## config.mk

```make
export PLATFORM = sky130hd
export DESIGN_NAME = port_rst_sched
export DESIGN_NICKNAME = d
export VERILOG_FILES = /design/src/rtl/port_rst_sched_pkg.sv /design/src/rtl/port_rst_sched_rr_arbiter.sv /design/src/rtl/port_rst_sched.sv
export SDC_FILE = /design/constraint.sdc
export NUM_CORES = 1
export LEC_CHECK = 0
export ABC_AREA = 1
export CORE_MARGIN = 2
export CORE_UTILIZATION = 45
export CTS_CLUSTER_SIZE = 14
export DETAILED_ROUTE_END_ITERATION = 8
export PLACE_DENSITY = 0.68
export REMOVE_ABC_BUFFERS = 1
export SETUP_SLACK_MARGIN = 0.4
export SYNTH_ARGS = -nofsm -noshare
export SYNTH_HDL_FRONTEND = slang
export SYNTH_SLANG_ARGS = --single-unit
export TNS_END_PERCENT = 30
```

## constraint.sdc

```tcl
create_clock -name sys_clk -period 1.6 [get_ports sys_clk]
set_input_delay 0.32 -clock sys_clk [delete_from_list [all_inputs] [get_ports sys_clk]]
set_output_delay 0.32 -clock sys_clk [all_outputs]
set_load 0.005 [all_outputs]
```

## src/rtl/port_rst_sched_pkg.sv

```systemverilog
// -----------------------------------------------------------------------------
// rst_pkg
//   Shared definitions for the reset-sequencing blocks: the one-hot sequencer
//   state encoding (also used by the global reset controller) and the default
//   hold/settle timing and counter width.
// -----------------------------------------------------------------------------
package rst_pkg;

  // One-hot sequencer states. The values are fixed so that any block that
  // decodes them (status registers, the global controller) sees the same bits.
  typedef enum logic [3:0] {
    ST_IDLE   = 4'b0001,
    ST_HOLD   = 4'b0010,
    ST_SETTLE = 4'b0100,
    ST_DONE   = 4'b1000
  } rst_state_e;

  // Default timing, in sys_clk cycles, and width of the shared cycle counter.
  localparam int DEF_HOLD_CYC   = 64;
  localparam int DEF_SETTLE_CYC = 128;
  localparam int DEF_CW         = 8;

endpackage : rst_pkg

```

## src/rtl/port_rst_sched_rr_arbiter.sv

```systemverilog
// -----------------------------------------------------------------------------
// rr_arbiter
//   Purely combinational round-robin selector. Searches the pending vector
//   starting at rr_ptr and wrapping, and returns the first set position.
//
//   Ports:
//     pending   in  [N-1:0]  request vector
//     rr_ptr    in  [IW-1:0] index searched first (must be < N)
//     gnt_valid out          at least one pending bit is set
//     gnt_idx   out [IW-1:0] selected index (0 when gnt_valid is low)
// -----------------------------------------------------------------------------
module rr_arbiter #(
  parameter int N  = 4,
  parameter int IW = (N > 1) ? $clog2(N) : 1
) (
  input  logic [N-1:0]  pending,
  input  logic [IW-1:0] rr_ptr,
  output logic          gnt_valid,
  output logic [IW-1:0] gnt_idx
);

  // cand_idx[k] is the port examined k-th in the search order for this rr_ptr.
  logic [IW-1:0] cand_idx [N];
  logic [N-1:0]  cand_hit;

  genvar gi;
  generate
    for (gi = 0; gi < N; gi++) begin : g_cand
      assign cand_idx[gi] = IW'((32'(rr_ptr) + 32'(gi)) % 32'(N));
      assign cand_hit[gi] = pending[cand_idx[gi]];
    end
  endgenerate

  // Walk from the last candidate down to the first so the earliest hit in
  // search order is the one that survives.
  always_comb begin
    gnt_valid = |cand_hit;
    gnt_idx   = '0;
    for (int k = N - 1; k >= 0; k--) begin
      if (cand_hit[k]) begin
        gnt_idx = cand_idx[k];
      end
    end
  end

endmodule : rr_arbiter

```

## src/rtl/port_rst_sched.sv

```systemverilog
// -----------------------------------------------------------------------------
// port_rst_sched
//   Per-port soft-reset scheduler. Latches one-cycle reset requests from NPORT
//   requesters, grants them round-robin one port at a time, drives that port's
//   active-low reset for HOLD_CYC cycles, waits SETTLE_CYC cycles, then pulses
//   the port's ack. Port soft resets are therefore never overlapped.
//
//   Ports:
//     sys_clk    in            clock
//     arstn      in            asynchronous active-low reset
//     sys_ready  in            global reset released; gates new grants and
//                              aborts a running sequence when it falls
//     req        in  [NPORT]   per-port one-cycle request pulses
//     rstn_port  out [NPORT]   registered active-low per-port soft resets
//     ack        out [NPORT]   one-cycle completion pulse per port
//     busy       out           sequence in HOLD/SETTLE/DONE
//     cur_port   out [PW]      port being serviced (valid while busy)
// -----------------------------------------------------------------------------
module port_rst_sched
  import rst_pkg::*;
#(
  parameter int NPORT      = 4,
  parameter int HOLD_CYC   = DEF_HOLD_CYC,
  parameter int SETTLE_CYC = DEF_SETTLE_CYC,
  parameter int CW         = DEF_CW,
  parameter int PW         = $clog2(NPORT)
) (
  input  logic             sys_clk,
  input  logic             arstn,
  input  logic             sys_ready,
  input  logic [NPORT-1:0] req,
  output logic [NPORT-1:0] rstn_port,
  output logic [NPORT-1:0] ack,
  output logic             busy,
  output logic [PW-1:0]    cur_port
);

  // ---------------------------------------------------------------------------
  // Elaboration-time parameter checks
  // ---------------------------------------------------------------------------
  generate
    if (NPORT < 2 || NPORT > 16) begin : g_bad_nport
      $error("port_rst_sched: NPORT must be in 2..16");
    end
    if (HOLD_CYC < 1 || longint'(HOLD_CYC) > (longint'(1) << CW)) begin : g_bad_hold
      $error("port_rst_sched: HOLD_CYC must be in 1..2**CW");
    end
    if (SETTLE_CYC < 1 || longint'(SETTLE_CYC) > (longint'(1) << CW)) begin : g_bad_settle
      $error("port_rst_sched: SETTLE_CYC must be in 1..2**CW");
    end
  endgenerate

  // Terminal counts: the counter starts at 0, so the last cycle of a phase is
  // N-1. A parameter equal to 2**CW wraps to all-ones here, which is correct.
  localparam logic [CW-1:0] HOLD_LAST   = CW'(HOLD_CYC - 1);
  localparam logic [CW-1:0] SETTLE_LAST = CW'(SETTLE_CYC - 1);
  localparam logic [PW-1:0] LAST_PORT   = PW'(NPORT - 1);

  // ---------------------------------------------------------------------------
  // State
  // ---------------------------------------------------------------------------
  rst_state_e       state_reg,     state_next;
  logic [NPORT-1:0] pending_reg,   pending_next;
  logic [PW-1:0]    rr_ptr_reg,    rr_ptr_next;
  logic [CW-1:0]    cnt_reg,       cnt_next;
  logic [NPORT-1:0] rstn_port_reg, rstn_port_next;
  logic [NPORT-1:0] ack_reg,       ack_next;
  logic             busy_reg,      busy_next;
  logic [PW-1:0]    cur_port_reg,  cur_port_next;

  // Bits cleared from / forced into pending this cycle, merged with req below.
  logic [NPORT-1:0] pending_clr;
  logic [NPORT-1:0] pending_retry;

  logic             gnt_valid;
  logic [PW-1:0]    gnt_idx;

  rr_arbiter #(
    .N  (NPORT),
    .IW (PW)
  ) u_rr_arbiter (
    .pending   (pending_reg),
    .rr_ptr    (rr_ptr_reg),
    .gnt_valid (gnt_valid),
    .gnt_idx   (gnt_idx)
  );

  // ---------------------------------------------------------------------------
  // State register
  // ---------------------------------------------------------------------------
  always_ff @(posedge sys_clk or negedge arstn) begin
    if (!arstn) begin
      state_reg     <= ST_IDLE;
      pending_reg   <= '0;
      rr_ptr_reg    <= '0;
      cnt_reg       <= '0;
      rstn_port_reg <= '1;
      ack_reg       <= '0;
      busy_reg      <= 1'b0;
      cur_port_reg  <= '0;
    end else begin
      state_reg     <= state_next;
      pending_reg   <= pending_next;
      rr_ptr_reg    <= rr_ptr_next;
      cnt_reg       <= cnt_next;
      rstn_port_reg <= rstn_port_next;
      ack_reg       <= ack_next;
      busy_reg      <= busy_next;
      cur_port_reg  <= cur_port_next;
    end
  end

  // ---------------------------------------------------------------------------
  // Next-state and output logic
  // ---------------------------------------------------------------------------
  always_comb begin
    state_next     = state_reg;
    rr_ptr_next    = rr_ptr_reg;
    cnt_next       = cnt_reg;
    rstn_port_next = rstn_port_reg;
    ack_next       = '0;           // ack is a single-cycle pulse
    busy_next      = busy_reg;
    cur_port_next  = cur_port_reg;
    pending_clr    = '0;
    pending_retry  = '0;

    case (state_reg)
      ST_IDLE: begin
        if (sys_ready && gnt_valid) begin
          pending_clr[gnt_idx]    = 1'b1;
          cur_port_next           = gnt_idx;
          cnt_next                = '0;
          rstn_port_next          = '1;
          rstn_port_next[gnt_idx] = 1'b0;
          busy_next               = 1'b1;
          state_next              = ST_HOLD;
        end
      end

      ST_HOLD: begin
        if (!sys_ready) begin
          // Global reset re-asserted: release the port, requeue it, no ack.
          rstn_port_next              = '1;
          pending_retry[cur_port_reg] = 1'b1;
          busy_next                   = 1'b0;
          cnt_next                    = '0;
          state_next                  = ST_IDLE;
        end else if (cnt_reg == HOLD_LAST) begin
          rstn_port_next = '1;
          cnt_next       = '0;
          state_next     = ST_SETTLE;
        end else begin
          cnt_next = cnt_reg + CW'(1);
        end
      end

      ST_SETTLE: begin
        if (!sys_ready) begin
          rstn_port_next              = '1;
          pending_retry[cur_port_reg] = 1'b1;
          busy_next                   = 1'b0;
          cnt_next                    = '0;
          state_next                  = ST_IDLE;
        end else if (cnt_reg == SETTLE_LAST) begin
          ack_next[cur_port_reg] = 1'b1;
          cnt_next               = '0;
          state_next             = ST_DONE;
        end else begin
          cnt_next = cnt_reg + CW'(1);
        end
      end

      ST_DONE: begin
        // The ack has already been issued, so the sequence is complete even
        // if sys_ready drops on this cycle; just retire it.
        busy_next   = 1'b0;
        rr_ptr_next = (cur_port_reg == LAST_PORT) ? '0 : cur_port_reg + PW'(1);
        state_next  = ST_IDLE;
      end

      default: begin
        // Illegal one-hot value: return to a safe idle with all ports released.
        rstn_port_next = '1;
        busy_next      = 1'b0;
        cnt_next       = '0;
        state_next     = ST_IDLE;
      end
    endcase

    // A request landing on the same edge its bit is cleared wins, so a port
    // re-requested during its own grant is serviced again later.
    pending_next = (pending_reg & ~pending_clr) | pending_retry | req;
  end

  assign rstn_port = rstn_port_reg;
  assign ack       = ack_reg;
  assign busy      = busy_reg;
  assign cur_port  = cur_port_reg;

endmodule : port_rst_sched

```

==> metrics.txt, run 1 <==
outcome complete, no violations; Fill cells 331; Main synth FF type dfrtp_1; Tmin final 1.60 ns; Largest register FFs 8; Worst setup SP type flop; commonest cells in the synthesized netlist nand2_1 (76), inv_1 (31), nand3_1 (25); fin crit share 99.8%; IO Count 18; CTS tree yes; Flop pwr share 31.7%; placer congestion estimate 0.838; Critical Path RT 1.80 ns; Post-synth EDFFs 0; relative slew slack 72.4%; Internal 1.88 mW; layout overhead on the synthesized area 40.6%; Post-DP HPWL 2910 um; worst-skew pair later-pin latency 0.28 ns; Slowest-stage cell, CP dfrtp_2; CP max FO 7; Initial Util 47.2%; Sw Pwr 1.27 mW; Tot GR Track Use 21.7%; largest net degree at the start of global routing 30; most common cell in the netlist nand2_1; clk slew on worst S/H paths 0.06 ns; detailed-route via count 1,609; area of the multi-input gates 1030 sq um; Seq. cell area 734 sq um; reg2reg path depth 12; post-layout util 66.4%; unrepaired setup endpoints after global routing yes; Die Ht 66.2 um; Slew Limit Fails 0; first-pass GRT wire length 7120 um; vias in the first global route 1,648; Yosys top cell by area dfrtp_1; worst path cell trace clkinv_4, nand2_2, nand2_2, nand2_2, nand2_2, nor2_2, nand2_2, nand2_4, nor2_4, buf_4, nand2_1, o21ai_1; DRC 0; CP Depth 12; Cells after Synth 234; crit path capture type flop; Critical Path AT 1.80 ns; Comb power frac 48.9%; Synth area leaders dfrtp_1 (35%), nand2_1 (16%), dfstp_2 (7.5%); via/cell ratio 4.80; Synthesis Warnings 0; max cap viols 0; clk sink count 29; most numerous cell on the critical path nand2_2; total CTS buffers 5; GRT overflow 0; Die Area 4380 sq um; core box area 3690 sq um; port bufs 17; Final Skew 0.00580 ns; Final Setup Violations 0; FP Rows 22; worst vdd ir 0.640 mV; initial DRC count 53; Worst Max-Slew Pin Slew 0.413 ns; fraction of registers with async set or reset after synthesis 100%; CP Buf/Inv Count 2; Pre-antenna DRT Iters 4; critical setup path kind flop to flop; power consumption 3.15 mW; CTS root buffer clkbuf_8; Hold Buf Count CTS 0; initial antenna violation count 0; max incr delay on CP 0.45 ns; post-synthesis cell type count 28; clock share of power 19.4%; fmax 626 MHz; pre-CTS WS -0.0195 ns; worst setup path start rr_ptr_reg[0]$_DFFE_PN0N_; DR WL/cell 12.0 um; pwr dens 1290 nW/um^2; RR Startpoint rr_ptr_reg[0]$_DFFE_PN0N_; final WL 4000 um; Cell Area, Synth 1740 sq um; sequential element share of the synthesized area 42.1%; layout cells sized above 1 38.3%; H-tree levels 2; worst setup margin 0.00358 ns; sw frac 40.3%; DRT antenna net count 0; clk buf depth 2; Top Family by Delay on Critical Path simple AND/OR/NAND/NOR gates; die width 66.2 um; top cell type's share of synthesized area 34.5%; Hold Path Class primary input to asynchronous set/reset pin; Static Leak 1.31 nW; n_diodes 0; post-synthesis register bit count 29; syn avg cell area 7.44 sq um; final hold vios 0; Final #Nets 298
## power by group through the flow
stage	clock network (mW)	registers (mW)	logic, mW
floorplan	0	0.995	0.821
global placement	0	1.00	1.29
detailed placement	0	1.01	1.29
CTS	0.628	1.00	1.40
global route	0.662	1.02	1.72
finish	0.611	0.999	1.54
## logic make-up (layout without fill, tap and decap cells)
family / count (synthesis) / in the layout / share of synthesized area [%]
xor gates and xnor gates: 3 / 3 / 1.51
adders and majority gates: 5 / 5 / 3.59
AOI/OAI and AO/OA: 19 / 19 / 5.97
buffers and inverters: 38 / 91 / 8.91
DFF: 29 / 29 / 42.1
and+or+nand+nor: 140 / 140 / 38.0
## what timing repair did
| action | 4_1_cts | 5_1_grt |
|---|---|---|
| resized for setup | 42 | 35 |
| setup endpoints to repair | 40 | 40 |
| hold endpoints to repair | 0 | 0 |
| pin swaps | 7 | 10 |
| setup buffers | 6 | 2 |
## worst paths after layout
path,slack [ns],to
setup / recovery,0.004,cur_port[1]$_DFFE_PN0P_
min in group sys_clk,0.47,rstn_port[1]$_DFFE_PN1P_
hold reg to reg,0.47,rstn_port[1]$_DFFE_PN1P_
hold / removal,0.42,cur_port[1]$_DFFE_PN0P_
setup reg to reg,0.004,cur_port[1]$_DFFE_PN0P_
max in group asynchronous,0.87,rstn_port[3]$_DFFE_PN1P_
## worst register-to-register path: stages (launching register included)
cell and delay [ns]:
dfrtp_2 0.45, clkinv_4 0.13, nand2_2 0.07, nand2_2 0.08, nand2_2 0.08, nand2_2 0.07
nor2_2 0.03, nand2_2 0.08, nand2_4 0.08, nor2_4 0.18, buf_4 0.15, nand2_1 0.04
o21ai_1 0.08
## cell type report
| type | count | area share (%) |
|---|---|---|
| clock buffers | 8 | 3.68 |
| inverters | 37 | 5.98 |
| multi-input cells | 167 | 42.0 |
| flip-flops and latches | 29 | 30.0 |
| well taps | 48 | 2.45 |
| repair buffers | 46 | 15.9 |
## cell usage in the layout (no fill, tap or decap), types with 4 or more instances in the layout
master           count
nand2_1             58
inv_1               29
buf_4               28
dfrtp_1             22
nand2_2             21
nand3_1             15
nand3_2             11
nor2_1              10
nand2_4              7
a21oi_1              7
clkbuf_8             6
clkdlybuf4s50_1      6
inv_2                5
o21ai_1              5
dlymetal6s2s_1       5
dfstp_2              5
nor2_2               4
ha_1                 4
## routing by layer
metal	routed length, um	track usage [%]	up-vias
met5	0	0	-
met4	70	8.93	0
met3	106	3.75	5
met2	2040	38.3	18
met1	1790	25.8	748
li1	-	-	838
## metrics by stage
| stage | hold slack (ns) | cells | setup TNS, ns | instance area (sq um) |
|---|---|---|---|---|
| finish | 0.421 | 335 | 0 | 2450 |
| global route | 0.464 | 335 | -1.14 | 2450 |
| floorplan | 0.0244 | 233 | 0 | 1730 |
| global placement | 0.459 | 319 | -0.0769 | 2120 |
| detailed placement | 0.463 | 319 | -0.0695 | 2120 |
| CTS | 0.431 | 333 | 0 | 2340 |
Note: power is estimated with default switching activity, not from simulation.
==> run 2, diff against run 1 <==
--- a/config.mk
+++ b/config.mk
@@ -8,9 +8,10 @@
 export ABC_AREA = 1
 export CORE_MARGIN = 2
 export CORE_UTILIZATION = 45
+export CTS_CLUSTER_DIAMETER = 100
 export CTS_CLUSTER_SIZE = 14
 export DETAILED_ROUTE_END_ITERATION = 8
-export PLACE_DENSITY = 0.68
+export PLACE_DENSITY = 0.75
 export REMOVE_ABC_BUFFERS = 1
 export SETUP_SLACK_MARGIN = 0.4
 export SYNTH_ARGS = -nofsm -noshare
==> run 2 against run 1 <==
Compared with the run above: count of clock-buffer cells in the layout decreased by 1; utilization decreased by 1.8 points; non-clock buffer count decreased by 6; largest cell class unchanged; largest power group unchanged.
==> metrics.txt, run 2 (synthesis results as in run 1) <==
Worst Max-Slew Pin Slew 0.360 ns (was 0.413 ns); final cell count without fillers 329 (was 335); Largest register FFs 8 (unchanged); dpl cell area 2100 sq um (was 2120 sq um); Pre-antenna DRT Iters 4 (unchanged); final WL 4040 um (was 4000 um); layout cells sized above 1 34.2% (was 38.3%); Top Family by Delay on Critical Path simple AND/OR/NAND/NOR gates (unchanged); worst path cell trace clkinv_4, nand2_2, nand3_2, nand2_2, nor2_2, nand2_2, nand2_4, nor2_4, nand3_1, nand2_1, nand2_1 (was clkinv_4, nand2_2, nand2_2, nand2_2, nand2_2, nor2_2, nand2_2, nand2_4, nor2_4, buf_4, nand2_1, o21ai_1); DR WL/cell 12.3 um (was 12.0 um); Die Ht 66.2 um (unchanged); Final Skew 0.00419 ns (was 0.00580 ns); met2 WL 2050 um (was 2040 um); most numerous cell on the critical path nand2_2 (unchanged); clk slew on worst S/H paths 0.06 ns (about the same); Post-DP HPWL 2910 um (about the same); Static Leak 1.26 nW (was 1.31 nW); crit path capture type flop (unchanged); DRT antenna net count 0 (unchanged); clk buf depth 2 (unchanged); unrepaired setup endpoints after global routing yes (unchanged); Worst setup SP type flop (unchanged); CP Buf/Inv Count 1 (was 2); Critical Path RT 1.78 ns (was 1.80 ns); initial antenna violation count 0 (unchanged); total CTS buffers 5 (unchanged); Sw Pwr 1.25 mW (was 1.27 mW); Internal 1.98 mW (was 1.88 mW); initial DRC count 43 (was 53); Top Layer Used met4 (unchanged); DP Cell Count 317 (was 319); Slew Limit Fails 0 (unchanged); placer congestion estimate 0.822 (was 0.838); Met3 Routed Length 136 um (was 106 um); pwr dens 1360 nW/um^2 (was 1290 nW/um^2); Comb power frac 44.2% (was 48.9%); worst setup margin 0.0387 ns (was 0.00358 ns); Critical Path AT 1.74 ns (was 1.80 ns); wire length on met1 1730 um (was 1790 um); Tmin final 1.56 ns (was 1.60 ns); GRT overflow 0 (unchanged); CTS root buffer clkbuf_8 (unchanged); max cap viols 0 (unchanged); core box area 3690 sq um (unchanged); vias in the first global route 1,562 (was 1,648); Initial Util 47.2% (unchanged); IO Count 18 (unchanged); die width 66.2 um (unchanged); Hold Buf Count CTS 0 (unchanged); H-tree levels 2 (unchanged); CP max FO 8 (was 7); sw frac 38.7% (was 40.3%); post-route setup TNS 0 ns (unchanged); CTS tree yes (unchanged); Slowest-stage cell, CP dfrtp_2 (unchanged); leading cell type in the layout, fill and taps excluded nand2_1 (unchanged); n_diodes 0 (unchanged); layout overhead on the synthesized area 36.7% (was 40.6%); Hold Path Class primary input to asynchronous set/reset pin (unchanged); post-route cell area 2380 sq um (was 2450 sq um); largest net degree at the start of global routing 30 (unchanged); clock share of power 24.5% (was 19.4%); pre-CTS WS -0.0372 ns (was -0.0195 ns); worst-skew pair later-pin latency 0.29 ns (was 0.28 ns); commonest cells after routing, fill and taps aside nand2_1 (66), inv_1 (29), dfrtp_1 (22), buf_4 (22), nand2_2 (18) (was nand2_1 (58), inv_1 (29), buf_4 (28)); clk sink count 29 (unchanged); relative slew slack 76.0% (was 72.4%); final hold vios 0 (unchanged); WHS 0.406 ns (was 0.421 ns); via/cell ratio 4.94 (was 4.80); fin crit share 97.6% (was 99.8%); first-pass GRT wire length 6620 um (was 7120 um); outcome complete, no violations (unchanged); critical setup path kind flop to flop (unchanged); Final #Nets 292 (was 298); Tot GR Track Use 20.6% (was 21.7%); worst vdd ir 0.743 mV (was 0.640 mV); Final Setup Violations 0 (unchanged); detailed-route via count 1,624 (was 1,609); Die Area 4380 sq um (unchanged); fmax 640 MHz (was 626 MHz); max incr delay on CP 0.45 ns (about the same); FP Rows 22 (unchanged); DRC 0 (unchanged); port bufs 17 (unchanged); Flop pwr share 31.2% (was 31.7%)
## run 2: changes by cell type in the layout (fill, tap and decap cells not counted), sizes merged
cell and delta:
clkbuf -1, clkdlybuf4s50 +1, buf -7, bufinv +1
## run 2: worst paths after layout
check / from / to / slack, ns / depth (start not counted)
min in group sys_clk: rstn_port[1]$_DFFE_PN1P_ / rstn_port[1]$_DFFE_PN1P_ / 0.47 / 2
setup reg to reg: rr_ptr_reg[0]$_DFFE_PN0N_ / pending_reg[2]$_DFF_PN0_ / 0.04 / 11
hold / removal: arstn / ack[3]$_DFF_PN0_ / 0.41 / 2
setup / recovery: rr_ptr_reg[0]$_DFFE_PN0N_ / pending_reg[2]$_DFF_PN0_ / 0.04 / 11
hold reg to reg: rstn_port[1]$_DFFE_PN1P_ / rstn_port[1]$_DFFE_PN1P_ / 0.47 / 2
max in group asynchronous: arstn / rstn_port[0]$_DFFE_PN1P_ / 0.88 / 2
## run 2: routing by layer
metal  up-vias  track usage (%)
met3        12             5.62
met1       761             23.4
li1        825                -
met2        26             34.1
met4         0             12.5
met5         -                0
## run 2: layout make-up
cell class                      instances  area, sq um
Tap cell                               48         60.1
Timing Repair Buffer                   40          340
Multi-Input combinational cell        167          982
Clock buffer                            7         86.3
Fill cell                             323         1310
Inverter                               37          146
Sequential cell                        29          734
Clock inverter                          1         30.0
## run 2: stage by stage
step | util, % | total power [mW]
6_report | 64.5 | 3.23
5_1_grt | 64.5 | 3.45
4_1_cts | 61.7 | 3.14
3_5_place_dp | 57.0 | 2.29
3_3_place_gp | 57.0 | 2.27
2_1_floorplan | - | 1.82
## run 2: power by group through the flow
stage | clock network, mW | logic (mW) | registers (mW)
final | 0.793 | 1.43 | 1.01
after floorplan | 0 | 0.821 | 0.995
after CTS | 0.817 | 1.33 | 0.993
after global routing | 0.855 | 1.57 | 1.03
after global placement | 0 | 1.27 | 1.00
after detailed placement | 0 | 1.29 | 1.01
## run 2: timing repair
item | in CTS | in global routing
endpoints found under the setup margin | 40 | 40
pin swaps | 2 | 2
gates resized for setup | 32 | 30
buffers inserted | 2 | 2
